### src/rtl/serial_sub_pkg.sv
// Shared definitions for the bit-serial subtractor: FSM state encoding and
// the bit-counter width helper.
package serial_sub_pkg;

  typedef enum logic [1:0] {
    IDLE  = 2'd0,
    SHIFT = 2'd1,
    DONE  = 2'd2
  } state_e;

  // Bits needed to count 0..width-1; never less than one.
  function automatic int cnt_width(input int width);
    int w;
    w = $clog2(width);
    return (w < 1) ? 1 : w;
  endfunction

endpackage

### src/rtl/full_subtractor.sv
// One-bit full subtractor: d = x - y - bi, with borrow-out bo.
module full_subtractor (
  input  logic x,
  input  logic y,
  input  logic bi,
  output logic d,
  output logic bo
);

  assign d  = x ^ y ^ bi;
  assign bo = (~x & y) | (~(x ^ y) & bi);

endmodule

### src/rtl/serial_subtractor.sv
// Bit-serial subtractor: diff = a - b - bin, one bit per cycle, LSB first.
// Define SERIAL_SUB_OVF_EN to add the signed-overflow output ovf.
module serial_subtractor
  import serial_sub_pkg::*;
#(
  parameter int WIDTH = 4
) (
  input  logic             clk,
  input  logic             rst_n,
  input  logic             start,
  input  logic [WIDTH-1:0] a,
  input  logic [WIDTH-1:0] b,
  input  logic             bin,
  output logic             busy,
  output logic             done,
  output logic [WIDTH-1:0] diff,
`ifdef SERIAL_SUB_OVF_EN
  output logic             ovf,
`endif
  output logic             bout
);

  localparam int CW = cnt_width(WIDTH);

  state_e           state_q, state_d;
  logic [CW-1:0]    cnt_q, cnt_d;
  logic [WIDTH-1:0] a_q, a_d;
  logic [WIDTH-1:0] b_q, b_d;
  logic             br_q, br_d;
  logic [WIDTH-1:0] diff_q, diff_d;
  logic             bout_q, bout_d;
`ifdef SERIAL_SUB_OVF_EN
  logic             ovf_q, ovf_d;
`endif

  logic fs_d, fs_bo;
  logic start_ok, last_bit;

  assign start_ok = start && (state_q == IDLE || state_q == DONE);
  assign last_bit = (cnt_q == CW'(WIDTH - 1));

  full_subtractor u_fs (
    .x  (a_q[0]),
    .y  (b_q[0]),
    .bi (br_q),
    .d  (fs_d),
    .bo (fs_bo)
  );

  // State register
  always_ff @(posedge clk) begin
    // NOTE: sequential state uses non-blocking assignments so every flop
    // samples the pre-edge value of every other flop.
    if (!rst_n) state_q <= IDLE;
    else        state_q <= state_d;
  end

  // Next-state logic
  always_comb begin
    // NOTE: default first so no path through the case leaves state_d
    // unassigned, which would otherwise infer a latch.
    state_d = state_q;
    unique case (state_q)
      IDLE:    if (start) state_d = SHIFT;
      SHIFT:   if (last_bit) state_d = DONE;
      DONE:    state_d = start ? SHIFT : IDLE;
      default: state_d = IDLE;
    endcase
  end

  // Moore outputs: busy and done decode disjoint states, so never overlap.
  always_comb begin
    busy = (state_q == SHIFT);
    done = (state_q == DONE);
  end

  // Datapath: a_q doubles as the result shift register, so diff only
  // changes once, on the last bit.
  always_comb begin
    cnt_d  = cnt_q;
    a_d    = a_q;
    b_d    = b_q;
    br_d   = br_q;
    diff_d = diff_q;
    bout_d = bout_q;
`ifdef SERIAL_SUB_OVF_EN
    ovf_d  = ovf_q;
`endif
    if (start_ok) begin
      cnt_d = '0;
      a_d   = a;
      b_d   = b;
      br_d  = bin;
    end else if (state_q == SHIFT) begin
      cnt_d = cnt_q + CW'(1);
      a_d   = {fs_d, a_q[WIDTH-1:1]};
      b_d   = {1'b0, b_q[WIDTH-1:1]};
      br_d  = fs_bo;
      if (last_bit) begin
        diff_d = {fs_d, a_q[WIDTH-1:1]};
        bout_d = fs_bo;
`ifdef SERIAL_SUB_OVF_EN
        // Signed overflow: borrow into the sign bit differs from borrow out.
        ovf_d  = br_q ^ fs_bo;
`endif
      end
    end
  end

  always_ff @(posedge clk) begin
    if (!rst_n) begin
      // NOTE: operand and result registers are reset as well as control, so
      // no stale operand or result is visible after reset.
      cnt_q  <= '0;
      a_q    <= '0;
      b_q    <= '0;
      br_q   <= 1'b0;
      diff_q <= '0;
      bout_q <= 1'b0;
`ifdef SERIAL_SUB_OVF_EN
      ovf_q  <= 1'b0;
`endif
    end else begin
      cnt_q  <= cnt_d;
      a_q    <= a_d;
      b_q    <= b_d;
      br_q   <= br_d;
      diff_q <= diff_d;
      bout_q <= bout_d;
`ifdef SERIAL_SUB_OVF_EN
      ovf_q  <= ovf_d;
`endif
    end
  end

  assign diff = diff_q;
  assign bout = bout_q;
`ifdef SERIAL_SUB_OVF_EN
  assign ovf  = ovf_q;
`endif

endmodule

### config.mk
export PLATFORM = sky130hd
export DESIGN_NAME = serial_subtractor
export DESIGN_NICKNAME = d
export VERILOG_FILES = /design/src/rtl/serial_sub_pkg.sv /design/src/rtl/full_subtractor.sv /design/src/rtl/serial_subtractor.sv
export SDC_FILE = /design/constraint.sdc
export NUM_CORES = 1
export LEC_CHECK = 0
export CAP_MARGIN = 20
export CORE_AREA = 10 10 59 61
export CTS_BUF_LIST = sky130_fd_sc_hd__clkbuf_4 sky130_fd_sc_hd__clkbuf_8
export CTS_CLUSTER_SIZE = 12
export DETAILED_ROUTE_END_ITERATION = 10
export DIE_AREA = 0 0 69 71
export GPL_ROUTABILITY_DRIVEN = 1
export PLACE_DENSITY = 0.55
export SLEW_MARGIN = 20
export SYNTH_ARGS = -nofsm -noshare
export SYNTH_HDL_FRONTEND = slang
export SYNTH_HIERARCHICAL = 1
export SYNTH_SLANG_ARGS = --single-unit
### constraint.sdc
create_clock -name clk -period 1.6 [get_ports clk]
set_clock_uncertainty 0.05 [all_clocks]
set_input_delay 0.16 -clock clk [delete_from_list [all_inputs] [get_ports clk]]
set_output_delay 0.16 -clock clk [all_outputs]
set_load 0.01 [all_outputs]
==> results of run 1 <==
[registers in the layout (all words and copies together) (netlist names)]
signal	cells
state_q	2
diff	4
a_q	4
b_q	4
bout	1
cnt_q	2
br_q	1
[tightest hold or removal path, delay by kind of cell]
kind | cells | cell delay [ns]
AOI/OAI and AO/OA | 1 | 0.07
buffers and inverters | 1 | 0.40
and+or+nand+nor | 1 | 0.05
[where the power goes]
part / switching (mW) / internal [mW] / total, mW
clock network: 0.131 / 0.0875 / 0.218
logic: 0.0699 / 0.0704 / 0.140
registers: 0.0153 / 0.472 / 0.487
[synth_stat cells]
cell                       number
sky130_fd_sc_hd__nand2_1       13
sky130_fd_sc_hd__nand3b_1       1
sky130_fd_sc_hd__ha_1           1
sky130_fd_sc_hd__clkbuf_2       1
sky130_fd_sc_hd__dfxtp_1       18
sky130_fd_sc_hd__a31oi_1        2
sky130_fd_sc_hd__inv_4          1
sky130_fd_sc_hd__nand2b_2       2
sky130_fd_sc_hd__a21boi_0       3
sky130_fd_sc_hd__buf_6          2
sky130_fd_sc_hd__xnor2_1        1
sky130_fd_sc_hd__nor2_1         2
sky130_fd_sc_hd__a21boi_1       8
sky130_fd_sc_hd__inv_1          3
sky130_fd_sc_hd__fa_1           1
sky130_fd_sc_hd__and2_1         1
sky130_fd_sc_hd__nand3_1       11
sky130_fd_sc_hd__a22oi_1        5
sky130_fd_sc_hd__nor2b_1        2
sky130_fd_sc_hd__o21ai_0        3
sky130_fd_sc_hd__a21oi_1        1
sky130_fd_sc_hd__o221ai_1       1
sky130_fd_sc_hd__clkbuf_1       1
sky130_fd_sc_hd__nor3_1         1
sky130_fd_sc_hd__and3_1         1
sky130_fd_sc_hd__buf_4          1
[cells by family after synthesis]
kind of cell               Yosys count
and+or+nand+nor                     34
AOI/OAI and AO/OA                   23
DFF                                 18
buffers and inverters                9
adders and majority gates            2
xor gates and xnor gates             1
[how the worst max path moves through the flow]
stage / to / slack (ns)
after floorplan: a_q[3] / 0.36
after global placement: b_q[0] / 0.19
after detailed placement: b_q[2] / 0.16
after CTS: done / 0.07
after global routing: done / 0.008
final: done / 0.09
[layer usage]
metal | vias up | part of all wire
li1 | 341 | -
met1 | 318 | 0.45
met2 | 17 | 0.48
met3 | 2 | 0.047
met4 | 0 | 0.019
met5 | - | 0
[through the flow]
step | hold WS, ns | instance area [um2] | utilization | instances
final | 0.395 | 1020 | 0.426 | 137
after global routing | 0.424 | 1020 | 0.426 | 137
after CTS | 0.384 | 1020 | 0.426 | 137
after detailed placement | 0.395 | 995 | 0.417 | 134
after global placement | 0.391 | 995 | 0.417 | 134
after floorplan | 0.248 | 786 | - | 87
[repair_timing]
item / 4_1_cts / 5_1_grt
hold buffers: 0 / 0
buffers inserted: 0 / 0
gates resized for setup: 1 / 0
endpoints found under the setup margin: 1 / 0
[final cells by class]
class,instances,area [um2],area share
multi-input cells,60,369,0.363
inverters,4,17.5,0.0172
flip-flops and latches,18,360,0.355
well taps,30,37.5,0.0369
clock buffers,3,22.5,0.0222
repair buffers,22,209,0.206
==> impl_metrics.prom, run 1 <==
# TYPE chip_impl_metric gauge
chip_impl_metric{name="synth_cell_type_count",unit=""} 26
chip_impl_metric{name="clk-insertion-delay-late",unit="ns"} 0.29
chip_impl_metric{name="detail_route.iter0.violations",unit=""} 17
chip_impl_metric{name="drt-vias-per-instance",unit=""} 4.95
chip_impl_metric{name="grt.met3_usage",unit=""} 0.0112
chip_impl_metric{name="synthAdderAreaFrac",unit=""} 0.0414
chip_impl_metric{name="layout-drive-gt1-share",unit=""} 0.0935
chip_impl_metric{name="synthesized_area_fraction_occupied_by_ao_oa_aoi_and_oai_cells",unit=""} 0.205
chip_impl_metric{name="finalMaxSlewViolations",unit=""} 0
chip_impl_metric{name="tightest_slew",unit="ns"} 0.518
chip_impl_metric{name="wire_length_of_the_first_global_routing_pass",unit="um"} 3190
chip_impl_metric{name="worst_slew_margin_rel",unit=""} 0.654
chip_impl_metric{name="detail_route.first_pass.iterations",unit=""} 4
chip_impl_metric{name="nets",unit=""} 123
chip_impl_info{name="yosysTopAreaCell",value="sky130_fd_sc_hd__dfxtp_1"} 1
chip_impl_metric{name="gp_routability_congestion",unit=""} 0.699
chip_impl_info{name="setup_repair_after_global_routing_missed_its_margin",value="false"} 1
chip_impl_metric{name="grt_start_max_net_pins",unit=""} 18
chip_impl_metric{name="synth.net_count",unit=""} 101
chip_impl_info{name="yosys-top-cells-area",value="sky130_fd_sc_hd__dfxtp_1 46%, sky130_fd_sc_hd__a21boi_1 7.6%, sky130_fd_sc_hd__nand3_1 7.0%"} 1
chip_impl_info{name="layout.cells.most_common",value="sky130_fd_sc_hd__dfxtp_1"} 1
chip_impl_metric{name="final-hold-violation-count",unit=""} 0
chip_impl_metric{name="crit_arrival",unit="ns"} 1.30
chip_impl_metric{name="cp.buffers_inverters",unit=""} 1
chip_impl_metric{name="routed_wire_length_per_instance",unit="um"} 13.3
chip_impl_info{name="cp_cell_sequence",value="nor2b_1, clkdlybuf4s50_1"} 1
chip_impl_metric{name="power-per-cell-area",unit="nW/um2"} 832
chip_impl_metric{name="synthXorXnorAreaFrac",unit=""} 0.0111
chip_impl_metric{name="hold-path-cell-count",unit=""} 3
chip_impl_metric{name="worst-r2r-setup-slack",unit="ns"} 0.28
chip_impl_info{name="worstSetupPathType",value="reg -> out"} 1
chip_impl_info{name="hold_path.startpoint",value="b[3]"} 1
chip_impl_metric{name="timing.final.crit_period",unit="ns"} 1.51
chip_impl_info{name="timing.rr.end",value="a_q[3]"} 1
chip_impl_metric{name="mappedNetlistArea",unit="um2"} 786
chip_impl_metric{name="yosysWarningCount",unit=""} 6
chip_impl_metric{name="number_of_buffers_created_by_cts",unit=""} 3
chip_impl_info{name="hold_end",value="b_q[3]"} 1
chip_impl_metric{name="r2r.worst_path.cells",unit=""} 4
chip_impl_info{name="status",value="finished, final reports clean"} 1
chip_impl_metric{name="total_power",unit="mW"} 0.845
chip_impl_info{name="clock-root-buffer",value="sky130_fd_sc_hd__clkbuf_4"} 1
chip_impl_metric{name="area_growth",unit="%"} 29.3
chip_impl_metric{name="final-setup-viol-count",unit=""} 0
chip_impl_metric{name="synth-seq-area-share",unit=""} 0.459
chip_impl_metric{name="final_wl",unit="um"} 1830
chip_impl_metric{name="antenna_found_initial",unit=""} 0
chip_impl_metric{name="first_global_vias",unit=""} 711
chip_impl_metric{name="maxCapViolations",unit=""} 0
chip_impl_info{name="commonest_cells_after_routing_fill_and_taps_aside",value="18 x sky130_fd_sc_hd__dfxtp_1, 17 x sky130_fd_sc_hd__clkdlybuf4s50_1, 13 x sky130_fd_sc_hd__nand2_1"} 1
chip_impl_metric{name="period_share",unit=""} 0.943
chip_impl_metric{name="postSynthCellCount",unit=""} 87
chip_impl_metric{name="htree_levels",unit=""} 1
chip_impl_metric{name="clockBufferDepth",unit=""} 2
chip_impl_metric{name="path_clk_slew",unit="ns"} 0.09
chip_impl_metric{name="die_height",unit="um"} 71
chip_impl_metric{name="detailedPlace.worstSlack",unit="ns"} 0.159
chip_impl_metric{name="core_area",unit="um2"} 2390
chip_impl_metric{name="grt_remaining_overflow",unit=""} 0
chip_impl_metric{name="yosys.area_share.simple",unit=""} 0.212
chip_impl_metric{name="leakage",unit="nW"} 0.374
chip_impl_metric{name="yosys.area.top_type_share",unit=""} 0.459
chip_impl_metric{name="die_width",unit="um"} 69
chip_impl_metric{name="pin_count",unit=""} 19
chip_impl_metric{name="drc_errors",unit=""} 0
chip_impl_metric{name="floorplan.die_area",unit="um2"} 4900
chip_impl_metric{name="synth-seq-cells",unit=""} 18
chip_impl_info{name="slowest_cp_cell",value="sky130_fd_sc_hd__clkdlybuf4s50_1"} 1
chip_impl_metric{name="row_count",unit=""} 18
chip_impl_metric{name="groute.layer.met1.usage",unit=""} 0.0829
chip_impl_metric{name="cp.required",unit="ns"} 1.39
chip_impl_metric{name="cts_num_sinks",unit=""} 18
chip_impl_metric{name="route.vias.total",unit=""} 678
chip_impl_metric{name="postLayoutSetupSlackWorst",unit="ns"} 0.0911
chip_impl_metric{name="synth_area_per_cell",unit="um2"} 9.03
chip_impl_metric{name="tns",unit="ns"} 0
chip_impl_metric{name="fmax",unit="MHz"} 663
chip_impl_metric{name="worst_path_largest_cell_delay",unit="ns"} 0.54
chip_impl_info{name="hold_class",value="in -> reg"} 1
chip_impl_metric{name="synthMuxAreaShare",unit=""} 0
chip_impl_metric{name="all_layer_global_routing_usage",unit=""} 0.0766
chip_impl_metric{name="peakVddDrop",unit="mV"} 0.487
chip_impl_metric{name="grt.met2_usage",unit=""} 0.131
chip_impl_metric{name="ant_nets",unit=""} 0
chip_impl_metric{name="hpwl",unit="um"} 1320
chip_impl_info{name="dominant_combinational_cell_family_by_area_after_synthesis",value="simple AND/OR/NAND/NOR gates"} 1
chip_impl_metric{name="filler_cell_count",unit=""} 264
chip_impl_metric{name="critical_path.max_fanout",unit=""} 5
chip_impl_info{name="critPathCaptureType",value="output pin"} 1
chip_impl_metric{name="port_buffers",unit=""} 18
chip_impl_info{name="beginning_of_the_critical_path",value="state_q[0]"} 1
chip_impl_info{name="cts_tree",value="yes"} 1
chip_impl_info{name="worst_setup_path_start_kind",value="flip-flop"} 1
chip_impl_metric{name="floorplan.initialDensity",unit=""} 0.329
chip_impl_info{name="most_used_routing_layer",value="met2"} 1
chip_impl_info{name="kind_of_cell_adding_the_most_delay_to_the_critical_path",value="buffers and inverters"} 1
chip_impl_metric{name="antenna_cells",unit=""} 0
chip_impl_info{name="regToRegStartpoint",value="b_q[0]"} 1
chip_impl_metric{name="worstSetupPathDepth",unit=""} 2
No activity file was read; power rests on OpenSTA's default activity.
==> run 2: changes to the inputs <==
CORE_AREA = 10 10 58 60   (was 10 10 59 61)
DIE_AREA = 0 0 68 70   (was 0 0 69 71)
SYNTH_HIERARCHICAL = unset   (was 1)
==> run 2 against run 1 <==
Net effect:
- core utilization up 0.34 points
- clock power up 34%
- non-clock buffer count did not move
- sequential power is essentially flat
- maximum frequency rose by 8.0%
- via count down 4.1%
- register-to-register slack improved by 0.04 ns
- critical path depth down 1
- critical path type unchanged
- largest cell class is now registers
- highest routed layer unchanged
==> impl_metrics.prom, run 2 <==
# TYPE chip_impl_metric gauge
chip_impl_metric{name="core_area",unit="um2"} 2340
chip_impl_info{name="regToRegStartpoint",value="b_q[0]"} 1
chip_impl_metric{name="synth-edff-count",unit=""} 0
chip_impl_info{name="critPathCaptureType",value="output pin"} 1
chip_impl_info{name="hold_end",value="diff[3]"} 1
chip_impl_metric{name="area_growth",unit="%"} 32.5
chip_impl_metric{name="nets",unit=""} 120
chip_impl_info{name="setup_repair_after_global_routing_missed_its_margin",value="false"} 1
chip_impl_metric{name="final_wl",unit="um"} 1730
chip_impl_metric{name="worst-r2r-setup-slack",unit="ns"} 0.32
chip_impl_metric{name="antenna_found_initial",unit=""} 0
chip_impl_metric{name="antenna_cells",unit=""} 0
chip_impl_metric{name="clockBufferDepth",unit=""} 2
chip_impl_metric{name="finalMaxSlewViolations",unit=""} 0
chip_impl_metric{name="timing.final.crit_period",unit="ns"} 1.40
chip_impl_metric{name="hpwl",unit="um"} 1270
chip_impl_info{name="hold_path.startpoint",value="diff[3]"} 1
chip_impl_info{name="worst_setup_path_start_kind",value="flip-flop"} 1
chip_impl_metric{name="mappedNetlistArea",unit="um2"} 758
chip_impl_info{name="synth_top_flop_cell",value="sky130_fd_sc_hd__dfxtp_1"} 1
chip_impl_metric{name="synth.net_count",unit=""} 99
chip_impl_metric{name="post-cts-setup-buffer-count",unit=""} 0
chip_impl_metric{name="detail_route.first_pass.iterations",unit=""} 4
chip_impl_metric{name="critical_path.max_fanout",unit=""} 2
chip_impl_metric{name="leakage",unit="nW"} 0.381
chip_impl_metric{name="htree_levels",unit=""} 1
chip_impl_metric{name="row_count",unit=""} 18
chip_impl_metric{name="peakVddDrop",unit="mV"} 0.432
chip_impl_metric{name="first_global_vias",unit=""} 642
chip_impl_metric{name="detail_route.iter0.violations",unit=""} 23
chip_impl_metric{name="total_power",unit="mW"} 0.922
chip_impl_metric{name="pin_count",unit=""} 19
chip_impl_metric{name="grt_remaining_overflow",unit=""} 0
chip_impl_info{name="clock-root-buffer",value="sky130_fd_sc_hd__clkbuf_4"} 1
chip_impl_metric{name="hold-path-cell-count",unit=""} 2
chip_impl_info{name="commonest_cells_after_routing_fill_and_taps_aside",value="18 x sky130_fd_sc_hd__dfxtp_1, 16 x sky130_fd_sc_hd__clkdlybuf4s50_1, 11 x sky130_fd_sc_hd__a21oi_1"} 1
chip_impl_info{name="yosysMostFrequentCell",value="sky130_fd_sc_hd__dfxtp_1"} 1
chip_impl_info{name="worstSetupPathType",value="reg -> out"} 1
chip_impl_metric{name="final-setup-viol-count",unit=""} 0
chip_impl_metric{name="synth_cell_type_count",unit=""} 27
chip_impl_info{name="yosys-top-cells-area",value="sky130_fd_sc_hd__dfxtp_1 48%, sky130_fd_sc_hd__a21oi_1 7.3%, sky130_fd_sc_hd__nand3_1 5.9%"} 1
chip_impl_info{name="timing.rr.end",value="a_q[3]"} 1
chip_impl_metric{name="routed_wire_length_per_instance",unit="um"} 12.8
chip_impl_metric{name="period_share",unit=""} 0.873
chip_impl_metric{name="floorplan.initialDensity",unit=""} 0.324
chip_impl_metric{name="grt_start_max_net_pins",unit=""} 17
chip_impl_metric{name="r2r.worst_path.cells",unit=""} 4
chip_impl_metric{name="all_layer_global_routing_usage",unit=""} 0.0797
chip_impl_metric{name="postSynthCellCount",unit=""} 85
chip_impl_metric{name="ant_nets",unit=""} 0
chip_impl_metric{name="async_reset_ff_frac",unit=""} 0
chip_impl_info{name="slowest_cp_cell",value="sky130_fd_sc_hd__clkdlybuf4s50_1"} 1
chip_impl_info{name="status",value="finished, final reports clean"} 1
chip_impl_metric{name="tns",unit="ns"} 0
chip_impl_metric{name="synth_area_per_cell",unit="um2"} 8.92
chip_impl_info{name="yosysTopAreaCell",value="sky130_fd_sc_hd__dfxtp_1"} 1
chip_impl_metric{name="cts_num_sinks",unit=""} 18
chip_impl_metric{name="layout-drive-gt1-share",unit=""} 0.105
chip_impl_metric{name="worst_slew_margin_rel",unit=""} 0.684
chip_impl_metric{name="clk-insertion-delay-late",unit="ns"} 0.30
chip_impl_metric{name="cp.buffers_inverters",unit=""} 1
chip_impl_metric{name="synth-seq-cells",unit=""} 18
chip_impl_metric{name="gp_routability_congestion",unit=""} 0.770
chip_impl_metric{name="number_of_buffers_created_by_cts",unit=""} 3
chip_impl_metric{name="synth-seq-area-share",unit=""} 0.475
chip_impl_metric{name="maxCapViolations",unit=""} 0
chip_impl_metric{name="route.vias.total",unit=""} 650
chip_impl_metric{name="yosysWarningCount",unit=""} 0
chip_impl_metric{name="drt-vias-per-instance",unit=""} 4.81
chip_impl_metric{name="drc_errors",unit=""} 0
chip_impl_info{name="layout.cells.most_common",value="sky130_fd_sc_hd__dfxtp_1"} 1
chip_impl_metric{name="final-hold-violation-count",unit=""} 0
chip_impl_info{name="hold_class",value="reg -> reg"} 1
chip_impl_metric{name="worst_path_largest_cell_delay",unit="ns"} 0.54
chip_impl_info{name="cts_tree",value="yes"} 1
chip_impl_metric{name="power-per-cell-area",unit="nW/um2"} 918
chip_impl_metric{name="die_width",unit="um"} 68
chip_impl_metric{name="crit_arrival",unit="ns"} 1.19
chip_impl_info{name="kind_of_cell_adding_the_most_delay_to_the_critical_path",value="buffers and inverters"} 1
chip_impl_metric{name="wire_length_of_the_first_global_routing_pass",unit="um"} 3000
chip_impl_metric{name="floorplan.die_area",unit="um2"} 4760
chip_impl_metric{name="yosys.area.top_type_share",unit=""} 0.475
chip_impl_metric{name="tightest_slew",unit="ns"} 0.473
chip_impl_metric{name="die_height",unit="um"} 70
chip_impl_metric{name="detailedPlace.worstSlack",unit="ns"} 0.212
chip_impl_metric{name="path_clk_slew",unit="ns"} 0.11
chip_impl_metric{name="filler_cell_count",unit=""} 257
chip_impl_info{name="synthTopCellsByCount",value="18 x sky130_fd_sc_hd__dfxtp_1, 11 x sky130_fd_sc_hd__a21oi_1, 9 x sky130_fd_sc_hd__nand2_1, 9 x sky130_fd_sc_hd__nand3_1, 5 x sky130_fd_sc_hd__nor3_1"} 1
chip_impl_metric{name="fmax",unit="MHz"} 716
chip_impl_info{name="cp_cell_sequence",value="clkdlybuf4s50_1"} 1
chip_impl_metric{name="cp.required",unit="ns"} 1.39
chip_impl_metric{name="postLayoutSetupSlackWorst",unit="ns"} 0.203
chip_impl_metric{name="port_buffers",unit=""} 18
[run 2: cell count changes after synthesis, moves of 2 or more]
cell,delta
sky130_fd_sc_hd__o21ai_0,-2
sky130_fd_sc_hd__o22ai_1,+2
sky130_fd_sc_hd__nand3_1,-2
sky130_fd_sc_hd__nand2_1,-4
sky130_fd_sc_hd__a21boi_0,-3
sky130_fd_sc_hd__a21oi_1,+10
sky130_fd_sc_hd__nor3_1,+4
sky130_fd_sc_hd__a21boi_1,-8
[run 2: final cells by class]
type | count | area [um2] | share of cell area
flip-flops and latches | 18 | 360 | 0.359
repair buffers | 22 | 211 | 0.210
inverters | 4 | 17.5 | 0.0174
well taps | 30 | 37.5 | 0.0374
multi-input cells | 57 | 342 | 0.340
clock buffers | 4 | 36.3 | 0.0361
[run 2: report_power, final]
part | switching, mW | internal [mW]
Combinational | 0.0703 | 0.0711
Sequential | 0.0163 | 0.472
Clock | 0.154 | 0.139
Total | 0.241 | 0.681
[run 2: what timing repair did]
item | 4_1_cts | 5_1_grt
endpoints found under the setup margin | 1 | 1
hold buffers | 0 | 0
gates resized for setup | 1 | 1
[run 2: kinds of logic (layout without fill, tap and decap cells)]
| kind of cell | after synthesis | in the layout | synth area share |
|---|---|---|---|
| flops | 18 | 18 | 0.475 |
| xor+xnor | 1 | 1 | 0.0116 |
| compound gates | 22 | 22 | 0.185 |
| buf+inv | 10 | 30 | 0.0743 |
| fa+ha+maj | 2 | 2 | 0.0429 |
| simple gates | 31 | 31 | 0.198 |
| mux | 1 | 1 | 0.0132 |
[run 2: metrics by stage]
stage	utilization	hold slack, ns	instance area (um2)	instances
2_1_floorplan	-	0.248	758	85
3_3_place_gp	0.413	0.395	967	131
3_5_place_dp	0.413	0.398	967	131
4_1_cts	0.428	0.414	1000	135
5_1_grt	0.429	0.430	1000	135
6_report	0.429	0.409	1000	135
[run 2: how the worst max path moves through the flow]
stage	depth (start not counted)	slack, ns	endpoint	startpoint
after floorplan	5	0.40	diff[0]	cnt_q[0]
after global placement	4	0.22	a_q[3]	start
after detailed placement	4	0.21	b_q[2]	start
after CTS	2	0.05	done	state_q[0]
after global routing	3	0.13	a_q[1]	state_q[0]
final	1	0.20	bout	bout
[run 2: metal layers]
metal  share of wire  GRT usage
met1            0.45     0.0997
met2            0.46      0.114
met5               0          0
met4          0.0098     0.0336
met3           0.087     0.0351
==> run 3: changes to the inputs <==
PLACE_DENSITY = unset   (was 0.55)
==> run 3 against run 2 <==
Net effect:
- first-iteration DRC count decreased by 30%
- sequential power about the same
- critical path depth unchanged
- register-to-register slack about the same
- total power decreased by 1.6%
- clock power decreased by 5%
- maximum frequency increased by 0.61%
- largest cell class unchanged
- largest power group unchanged
- highest routed layer unchanged
==> impl_metrics.prom, run 3 (synthesis results as in run 2) <==
# TYPE chip_impl_metric gauge
chip_impl_metric{name="detailedPlace.worstSlack",unit="ns"} 0.227
chip_impl_metric{name="grt_remaining_overflow",unit=""} 0
chip_impl_metric{name="layout-drive-gt1-share",unit=""} 0.105
chip_impl_info{name="cp_cell_sequence",value="clkdlybuf4s50_1"} 1
chip_impl_metric{name="detail_route.first_pass.iterations",unit=""} 4
chip_impl_metric{name="worst_slew_margin_rel",unit=""} 0.685
chip_impl_metric{name="tns",unit="ns"} 0
chip_impl_metric{name="postLayoutSetupSlackWorst",unit="ns"} 0.211
chip_impl_info{name="hold_class",value="reg -> reg"} 1
chip_impl_metric{name="r2r.worst_path.cells",unit=""} 4
chip_impl_metric{name="cts_num_sinks",unit=""} 18
chip_impl_info{name="commonest_cells_after_routing_fill_and_taps_aside",value="18 x sky130_fd_sc_hd__dfxtp_1, 16 x sky130_fd_sc_hd__clkdlybuf4s50_1, 11 x sky130_fd_sc_hd__a21oi_1"} 1
chip_impl_metric{name="cp.required",unit="ns"} 1.39
chip_impl_metric{name="antenna_found_initial",unit=""} 0
chip_impl_metric{name="worst_path_largest_cell_delay",unit="ns"} 0.54
chip_impl_info{name="worstSetupPathType",value="reg -> out"} 1
chip_impl_metric{name="routed_wire_length_per_instance",unit="um"} 13.1
chip_impl_metric{name="final-hold-violation-count",unit=""} 0
chip_impl_metric{name="post-cts-setup-buffer-count",unit=""} 0
chip_impl_metric{name="htree_levels",unit=""} 1
chip_impl_metric{name="clockBufferDepth",unit=""} 2
chip_impl_metric{name="number_of_buffers_created_by_cts",unit=""} 3
chip_impl_metric{name="row_count",unit=""} 18
chip_impl_metric{name="ant_nets",unit=""} 0
chip_impl_metric{name="hold-path-cell-count",unit=""} 2
chip_impl_metric{name="all_layer_global_routing_usage",unit=""} 0.0789
chip_impl_metric{name="first_global_vias",unit=""} 706
chip_impl_info{name="clock-root-buffer",value="sky130_fd_sc_hd__clkbuf_4"} 1
chip_impl_metric{name="die_height",unit="um"} 70
chip_impl_metric{name="clk-insertion-delay-late",unit="ns"} 0.29
chip_impl_metric{name="die_width",unit="um"} 68
chip_impl_metric{name="worstSetupPathDepth",unit=""} 1
chip_impl_metric{name="period_share",unit=""} 0.868
chip_impl_info{name="setup_repair_after_global_routing_missed_its_margin",value="false"} 1
chip_impl_metric{name="tightest_slew",unit="ns"} 0.472
chip_impl_metric{name="fmax",unit="MHz"} 720
chip_impl_info{name="kind_of_cell_adding_the_most_delay_to_the_critical_path",value="buffers and inverters"} 1
chip_impl_metric{name="pin_count",unit=""} 19
chip_impl_metric{name="final_wl",unit="um"} 1760
chip_impl_metric{name="antenna_cells",unit=""} 0
chip_impl_metric{name="gp_routability_congestion",unit=""} 0.767
chip_impl_metric{name="peakVddDrop",unit="mV"} 0.607
chip_impl_metric{name="port_buffers",unit=""} 18
chip_impl_info{name="critPathCaptureType",value="output pin"} 1
chip_impl_metric{name="path_clk_slew",unit="ns"} 0.10
chip_impl_metric{name="drc_errors",unit=""} 0
chip_impl_metric{name="crit_arrival",unit="ns"} 1.18
chip_impl_info{name="layout.cells.most_common",value="sky130_fd_sc_hd__dfxtp_1"} 1
chip_impl_metric{name="final-setup-viol-count",unit=""} 0
chip_impl_info{name="slowest_cp_cell",value="sky130_fd_sc_hd__clkdlybuf4s50_1"} 1
chip_impl_metric{name="wire_length_of_the_first_global_routing_pass",unit="um"} 2970
chip_impl_metric{name="area_growth",unit="%"} 32.5
chip_impl_metric{name="timing.final.crit_period",unit="ns"} 1.39
chip_impl_metric{name="drt-vias-per-instance",unit=""} 4.84
chip_impl_metric{name="core_area",unit="um2"} 2340
chip_impl_metric{name="floorplan.initialDensity",unit=""} 0.324
chip_impl_metric{name="grt_start_max_net_pins",unit=""} 17
chip_impl_metric{name="maxCapViolations",unit=""} 0
chip_impl_info{name="worst_setup_path_start_kind",value="flip-flop"} 1
chip_impl_metric{name="nets",unit=""} 120
chip_impl_metric{name="finalMaxSlewViolations",unit=""} 0
chip_impl_metric{name="floorplan.die_area",unit="um2"} 4760
chip_impl_metric{name="place_inst",unit=""} 131
chip_impl_metric{name="leakage",unit="nW"} 0.381
chip_impl_metric{name="critical_path.max_fanout",unit=""} 2
chip_impl_info{name="cts_tree",value="yes"} 1
chip_impl_metric{name="cp.buffers_inverters",unit=""} 1
chip_impl_metric{name="route.vias.total",unit=""} 653
chip_impl_metric{name="hpwl",unit="um"} 1340
chip_impl_metric{name="final-instance-count-excl-fill",unit=""} 135
chip_impl_metric{name="power-per-cell-area",unit="nW/um2"} 904
chip_impl_info{name="status",value="finished, final reports clean"} 1
chip_impl_metric{name="detail_route.iter0.violations",unit=""} 16
-- run 3: repair_timing --
item                                    in CTS  in global routing
hold buffers                                 0                  0
endpoints found under the setup margin       1                  1
resized for setup                            1                  1
-- run 3: power breakdown --
part           switching (mW)  internal (mW)  total, mW
Sequential             0.0169          0.472      0.488
Combinational          0.0709         0.0712      0.142
Clock                   0.139          0.139      0.278
Total                   0.227          0.681      0.908
-- run 3: per-layer routing --
| metal | GRT usage | share of wire | wire [um] |
|---|---|---|---|
| met5 | 0 | 0 | 0 |
| met4 | 0.0246 | 0.014 | 24 |
| met3 | 0.0415 | 0.079 | 140 |
| met1 | 0.0774 | 0.41 | 725 |
| met2 | 0.137 | 0.50 | 873 |
-- run 3: cell type report --
type                       instances  area (um2)
fill                             259        1340
multi-input combinational         57         342
inverter                           4        17.5
sequential                        18         360
timing repair buffer              22         211
clock buffer                       4        36.3
tap                               30        37.5
-- run 3: metrics by stage --
step            util  cell area, um2  power, mW  hold WS [ns]
6_report       0.429            1000      0.908         0.410
3_3_place_gp   0.413             967      0.640         0.397
3_5_place_dp   0.413             967      0.643         0.400
4_1_cts        0.428            1000      0.915         0.415
2_1_floorplan      -             758      0.589         0.248
5_1_grt        0.429            1000      0.954         0.430
-- run 3: final timing paths --
kind,startpoint,endpoint,slack (ns)
worst max register to register,b_q[0],a_q[3],0.31
worst max-delay path,bout,bout,0.21
worst min-delay path,diff[2],diff[2],0.41
worst min register to register,diff[2],diff[2],0.41
==> RTL change (settings of run 2) <==
Set the parameter `WIDTH` to 3 (it was 4).
--- a/src/rtl/serial_subtractor.sv
+++ b/src/rtl/serial_subtractor.sv
@@ -3,7 +3,7 @@
 module serial_subtractor
   import serial_sub_pkg::*;
 #(
-  parameter int WIDTH = 4
+  parameter int WIDTH = 3
 ) (
   input  logic             clk,
   input  logic             rst_n,
Ports: changed (resized a, b and diff); port bits go from 19 to 16. The function was not compared with the original's and may differ.
==> RTL change against run 2 <==
  * Area after synthesis shrank 12%
  * Sequential cell count shrank 3
  * Critical path depth grew 1
  * Die area is the same
  * Non-clock buffer count shrank 4
  * Total power shrank 14%
  * Design area shrank 13%
  * Global-route usage shrank 0.95 points
  * Setup slack gained 27 ps
  * Maximum frequency grew 1.9%
  * Wire length shrank 5.8%
  * Highest routed layer unchanged
==> RTL change: results (changes against run 2) <==
INFO  min_path       hold_depth=3 [+1]
INFO  place          placement.io_buffers=15 [-3]
INFO  clock_tree     insertion_delay=280ps [-20 ps]
INFO  yosys          synth-seq-area-share=44.9% [-2.7 points]
INFO  timing         timing.hold.ws=385ps [-23.4 ps]
INFO  critical_path  critPathMaxStageDelay=400ps [-140 ps]
INFO  global_route   grt.total_usage=7.03% [-0.95 points]
INFO  route          detailroute.wirelength.met3=99um [-34%]
INFO  place          postPlaceCellArea=836um^2 [-14%]
INFO  layout         nets=102 [-15%]
INFO  global_route   grt_pass1_vias=593 [-7.6%]
INFO  power          power_frac_seq=52.1% [-0.8 points]
INFO  min_path       timing.hold.worst.class=input port to flip-flop
INFO  yosys          synth_cell_types=26 [-3.7%]
INFO  critical_path  regToRegEndpoint=a_q[2]$_SDFFE_PN0P_
INFO  layout         finalNonFillerCells=119 [-12%]
INFO  timing         tightest_slew=398ps [-75.5 ps]
INFO  yosys          synthesis.area_per_instance=9.30um^2 [+4.2%]
INFO  power          vdd_ir_drop_max=0.478mV [+11%]
INFO  global_route   grt_use_met3=2.87% [-0.64 points]
INFO  power          power_leakage=0.000327uW [-14%]
INFO  critical_path  slowest_stage=dfxtp_2
INFO  run_status     run_status=finished, final reports clean
INFO  place          pre_cts_slack=211ps [-0.186 ps]
INFO  power          share_comb_of_total_power=19.0% [+3.7 points]
INFO  yosys          post_synth_most_frequent_cells=15 x dfxtp_1, 10 x a21oi_1, 9 x nand3_1, 5 x nand2_1
INFO  min_path       whs_endpoint=b_q[2]$_SDFFE_PN0P_
INFO  critical_path  critPathTopFamily=flip-flops
INFO  route          routed-via-count=571 [-12%]
INFO  route          met2_wirelength=793um [+0.51%]
INFO  layout         drive_above_1_share=14.6% [+4.1 points]
INFO  power          power_density=905nW/um^2 [-1.5%]
INFO  global_route   grtUsageMet1=8.57% [-1.4 points]
INFO  power          power.net_switching=209uW [-13%]
RTL change: cell count changes in the layout (fill, tap and decap cells not counted), moves of 2 or more:
cell / run 2 / this run
clkdlybuf4s50_1: 16 / 13
o22ai_1: 2 / 0
dfxtp_1: 18 / 14
nand2_1: 9 / 5
nor3_1: 5 / 1
RTL change: cells by family (layout without fill, tap and decap cells):
kind of cell               after synthesis  count (layout)  share of synthesized area (%)
and+or+nand+nor                         24              24                           17.6
DFF                                     15              15                           44.9
AOI/OAI and AO/OA                       20              20                           20.9
adders and majority gates                2               2                           4.86
buffers and inverters                   10              27                           10.5
xor gates and xnor gates                 1               1                           1.31
RTL change: worst max-delay path by stage:
stage | startpoint | to | slack (ps) | cells after the start
after CTS | state_q[1]$_SDFFE_PN0P_ | busy | 30 | 3
after global routing | b_q[0]$_SDFFE_PN0P_ | a_q[2]$_SDFFE_PN0P_ | 170 | 4
after global placement | state_q[0]$_SDFFE_PN0P_ | busy | 220 | 3
after detailed placement | state_q[0]$_SDFFE_PN0P_ | busy | 210 | 3
after floorplan | b_q[0]$_SDFFE_PN0P_ | a_q[2]$_SDFFE_PN0P_ | 350 | 4
final | state_q[0]$_SDFFE_PN0P_ | done | 230 | 2
RTL change: layout make-up:
class                   instances  area [um^2]  share of cell area [%]
repair buffers                 18          174                    19.9
multi-input cells              47          307                    35.0
well taps                      30         37.5                    4.29
clock buffers                   4         30.0                    3.43
flip-flops and latches         15          302                    34.4
inverters                       5         26.3                    3.00
RTL change: repair_timing:
| action | in CTS | in global routing |
|---|---|---|
| hold endpoints to repair | 0 | 0 |
| resized for setup | 3 | 1 |
| setup endpoints to repair | 2 | 1 |
| hold buffers | 0 | 0 |
| setup buffers | 0 | 0 |
